===== src/rtl/pipe_stage_buf.sv =====
// pipe_stage_buf: valid/ready pipeline register with a two-entry skid buffer and synchronous flush.
// Defining PIPE_STAGE_STATS_EN adds a saturating stall_cycles counter port.
module pipe_stage_buf #(
  parameter int DATA_W = 71,
  parameter logic [DATA_W-1:0] RST_DATA = {DATA_W{1'b0}}
) (
  input  logic              clk,
  input  logic              reset,
  input  logic              flush,
  input  logic              in_valid,
  output logic              in_ready,
  input  logic [DATA_W-1:0] in_data,
  output logic              out_valid,
  input  logic              out_ready,
`ifdef PIPE_STAGE_STATS_EN
  output logic [15:0]       stall_cycles,
`endif
  output logic [DATA_W-1:0] out_data
);
  logic              main_valid;
  logic [DATA_W-1:0] skid;
  logic              push;
  logic              pop;
  assign push      = in_valid && in_ready;
  assign pop       = main_valid && out_ready;
  assign out_valid = main_valid;
  // in_ready is itself the flop holding "skid empty", so it never depends on out_ready combinationally
  always_ff @(posedge clk or posedge reset) begin
    if (reset) begin
      main_valid <= 1'b0;
      in_ready   <= 1'b1;
      out_data   <= RST_DATA;
      skid       <= RST_DATA;
    end else begin
      main_valid <= !flush && (push || !in_ready || (main_valid && !pop));
      in_ready   <= flush || (in_ready ? !(push && main_valid && !pop) : pop);
      if (!flush && ((push && (!main_valid || pop)) || (!in_ready && pop)))
        out_data <= in_ready ? in_data : skid;
      if (!flush && push && main_valid && !pop)
        skid <= in_data;
    end
  end
`ifdef PIPE_STAGE_STATS_EN
  always_ff @(posedge clk or posedge reset) begin
    if (reset)
      stall_cycles <= 16'h0;
    else if (main_valid && !out_ready && stall_cycles != 16'hFFFF)
      stall_cycles <= stall_cycles + 16'h1;
  end
`endif
endmodule


===== config.mk =====
export PLATFORM = sky130hd
export DESIGN_NAME = pipe_stage_buf
export DESIGN_NICKNAME = d
export VERILOG_FILES = /design/src/rtl/pipe_stage_buf.sv
export SDC_FILE = /design/constraint.sdc
export NUM_CORES = 1
export LEC_CHECK = 0
export BUFFER_PORTS_ARGS = -buffer_cell sky130_fd_sc_hd__buf_4
export CAP_MARGIN = 25
export CORE_MARGIN = 8
export CORE_UTILIZATION = 54
export DETAILED_ROUTE_END_ITERATION = 6
export GPL_ROUTABILITY_DRIVEN = 0
export PLACE_DENSITY = 0.88
export SLEW_MARGIN = 25
export SYNTH_ARGS = -nofsm -noshare
export SYNTH_HDL_FRONTEND = slang
export SYNTH_SLANG_ARGS = --single-unit

===== constraint.sdc =====
create_clock -name clk -period 5 [get_ports clk]
set_input_delay 0.5 -clock clk [delete_from_list [all_inputs] [get_ports clk]]
set_output_delay 0.5 -clock clk [all_outputs]
set_load 0.03 [all_outputs]

==> out/qor.yml <==
wl_um: 13400
ant_nets: 0
final-seq-area_um2: 3610
synth.distinct_cells: 18
worst_pin_slew_ns: 0.945
ios: 149
drt_pass1_iterations: 4
drt-initial-drc-count: 180
io_buffers: 148
cts_tree: "yes"
drc: 0
synth_area_um2: 6550
fin_skew_ns: 0.00663
slew-limit-headroom_pct: 37.0
wl_per_cell_um: 19.3
hpwlAfterDp_um: 9170
holdCritPathClass: "primary input to asynchronous set/reset pin"
synth_nets: 465
vias: 3657
hold_viol: 0
yosys_warnings: 0
cts_resized: 0
grt_max_degree: 120
status: "finished, final reports clean"
grt_usage_pct: 17.5
maxSlewViolCount: 0
pre_cts_ws_ns: 1.92
fmax_ghz: 0.318
drive_gt1_share_pct: 72.3
reg2reg_depth: 3
htreeDepth: 4
core_region_area_um2: 11900
diodes: 0
cts_root_buf: "clkbuf_16"
area_growth_pct: 25.9
finalSetupViolCount: 0
reg2reg_from: "in_ready$_DFF_PP1_"
dp.cells: 664
final-instance-count-excl-fill: 695
postCtsHoldBufs: 0
finalSetupTns_ns: 0
rows: 40
avgViaCountPerCell: 5.26
criticalPathCategory: "flop to flop"
fin_nets: 612
syn_area_per_cell_um2: 16.8
power_density_nw_per_um2: 491
start_util_pct: 55.0
clock_latency_ns: 0.41
arrival_ns: 3.44
grt_setup_unrepaired: "no"
synthCells: 389
grt_first_pass_wirelength_um: 22000
reg2reg_slack_ns: 1.85
required_ns: 5.29
cap_violations: 0
cp-end-kind: "flop"
cellLeakagePower_nw: 4.03
clk_pin_slew_ns: 0.05
die_x_um: 126
cts_made_buffers: 17
grt_antenna_before_repair: 0
grt_pass1_vias: 4225
synth_seq_cells: 144
clock-sinks: 144
start_kind: "flop"
nFillCells: 822
grt_overflow: 0
postCtsSetupBuffers: 0
die_h_um: 126
ys_seq_area_share_pct: 55.0
ir_worst_vdd_mv: 0.308
critPathMaxFanout: 76
multiInputGateArea_um2: 2740
dieArea_um2: 15900
min_period_ns: 3.15
fin_ws_ns: 1.85
place_area_um2: 7670
design_area_um2: 8250
cts_buffer_depth: 2
min_period_over_period_pct: 62.9
reg2reg_to: "skid[55]$_DFFE_PP0P_"
where the power goes:
group / switching (mW) / internal (mW)
Clock: 0.449 / 0.781
Combinational: 0.541 / 0.608
Sequential: 0.190 / 1.48
Total: 1.18 / 2.87
placed cells by master (no fill, tap or decap):
master,count
mux2_4,70
clkinv_2,4
nand2_1,1
a21oi_1,1
dfstp_4,1
clkbuf_8,4
mux2i_1,1
dfrtp_1,143
or2b_1,1
buf_4,151
clkbuf_1,4
nor2b_1,1
a221o_2,1
mux2_2,143
nor3_4,1
bufinv_16,2
inv_8,1
or4b_4,1
clkbuf_16,17
Yosys cell counts:
library cell | count | area [um2]
mux2i_1 | 1 | 10.0
a221o_2 | 1 | 11.3
nor3_2 | 1 | 10.0
inv_1 | 1 | 3.75
buf_1 | 1 | 3.75
buf_2 | 8 | 40.0
a21oi_1 | 1 | 5.00
dfstp_2 | 1 | 26.3
nor2b_1 | 1 | 6.26
mux2_4 | 70 | 1050
buf_12 | 7 | 140
dfrtp_1 | 143 | 3580
or4b_1 | 1 | 10.0
or2b_1 | 1 | 7.51
buf_6 | 1 | 11.3
mux2_2 | 143 | 1610
nand2_1 | 1 | 3.75
clkbuf_1 | 6 | 22.5
worst max path at each step:
stage / from / endpoint / slack (ns) / depth (start not counted)
CTS: in_ready$_DFF_PP1_ / skid[55]$_DFFE_PP0P_ / 1.91 / 3
global placement: in_ready$_DFF_PP1_ / skid[9]$_DFFE_PP0P_ / 1.99 / 3
detailed placement: in_ready$_DFF_PP1_ / skid[13]$_DFFE_PP0P_ / 1.92 / 3
floorplan: reset / out_data[0]$_DFFE_PP0P_ / 0.64 / 1
global route: in_ready$_DFF_PP1_ / skid[4]$_DFFE_PP0P_ / 1.81 / 3
finish: in_ready$_DFF_PP1_ / skid[55]$_DFFE_PP0P_ / 1.85 / 3
layer usage:
layer / up-vias / part of all wire [%] / track usage, %
li1: 1686 / - / -
met2: 106 / 52 / 29.0
met3: 15 / 5.6 / 6.24
met4: 0 / 1.4 / 6.16
met5: - / 0 / 0
met1: 1850 / 40 / 20.5
cells by family (layout without fill, tap and decap cells):
kind of cell | Yosys count | after routing | synth area share (%)
buf+inv | 24 | 183 | 3.38
mux | 214 | 214 | 40.8
compound gates | 2 | 2 | 0.248
flops | 144 | 144 | 55.0
simple gates | 5 | 5 | 0.573
final cells by class:
type,count,area share (%)
flip-flops and latches,144,43.7
multi-input cells,221,33.2
repair buffers,151,13.7
clock buffers,25,6.01
well taps,147,2.23
clock inverters,6,0.971
inverters,1,0.137
worst max-delay path, stage by stage (launching register included):
cell	delay [ns]
dfstp_4	1.16
or4b_4	0.87
buf_4	0.47
mux2_4	0.38
flip-flops by register name, indices dropped and copies added, names as in the netlist:
| register | flops |
|---|---|
| out_data | 71 |
| skid | 71 |
| in_ready | 1 |
| out_valid | 1 |
per-stage QoR:
step | power (mW) | utilization [%] | hold slack [ns]
finish | 4.05 | 69.2 | 0.212
floorplan | 2.41 | - | 0.475
detailed placement | 2.84 | 64.4 | 0.490
global route | 4.23 | 69.2 | 0.294
global placement | 2.80 | 64.4 | 0.485
CTS | 4.09 | 69.2 | 0.270
(Power assumes the default switching activity.)
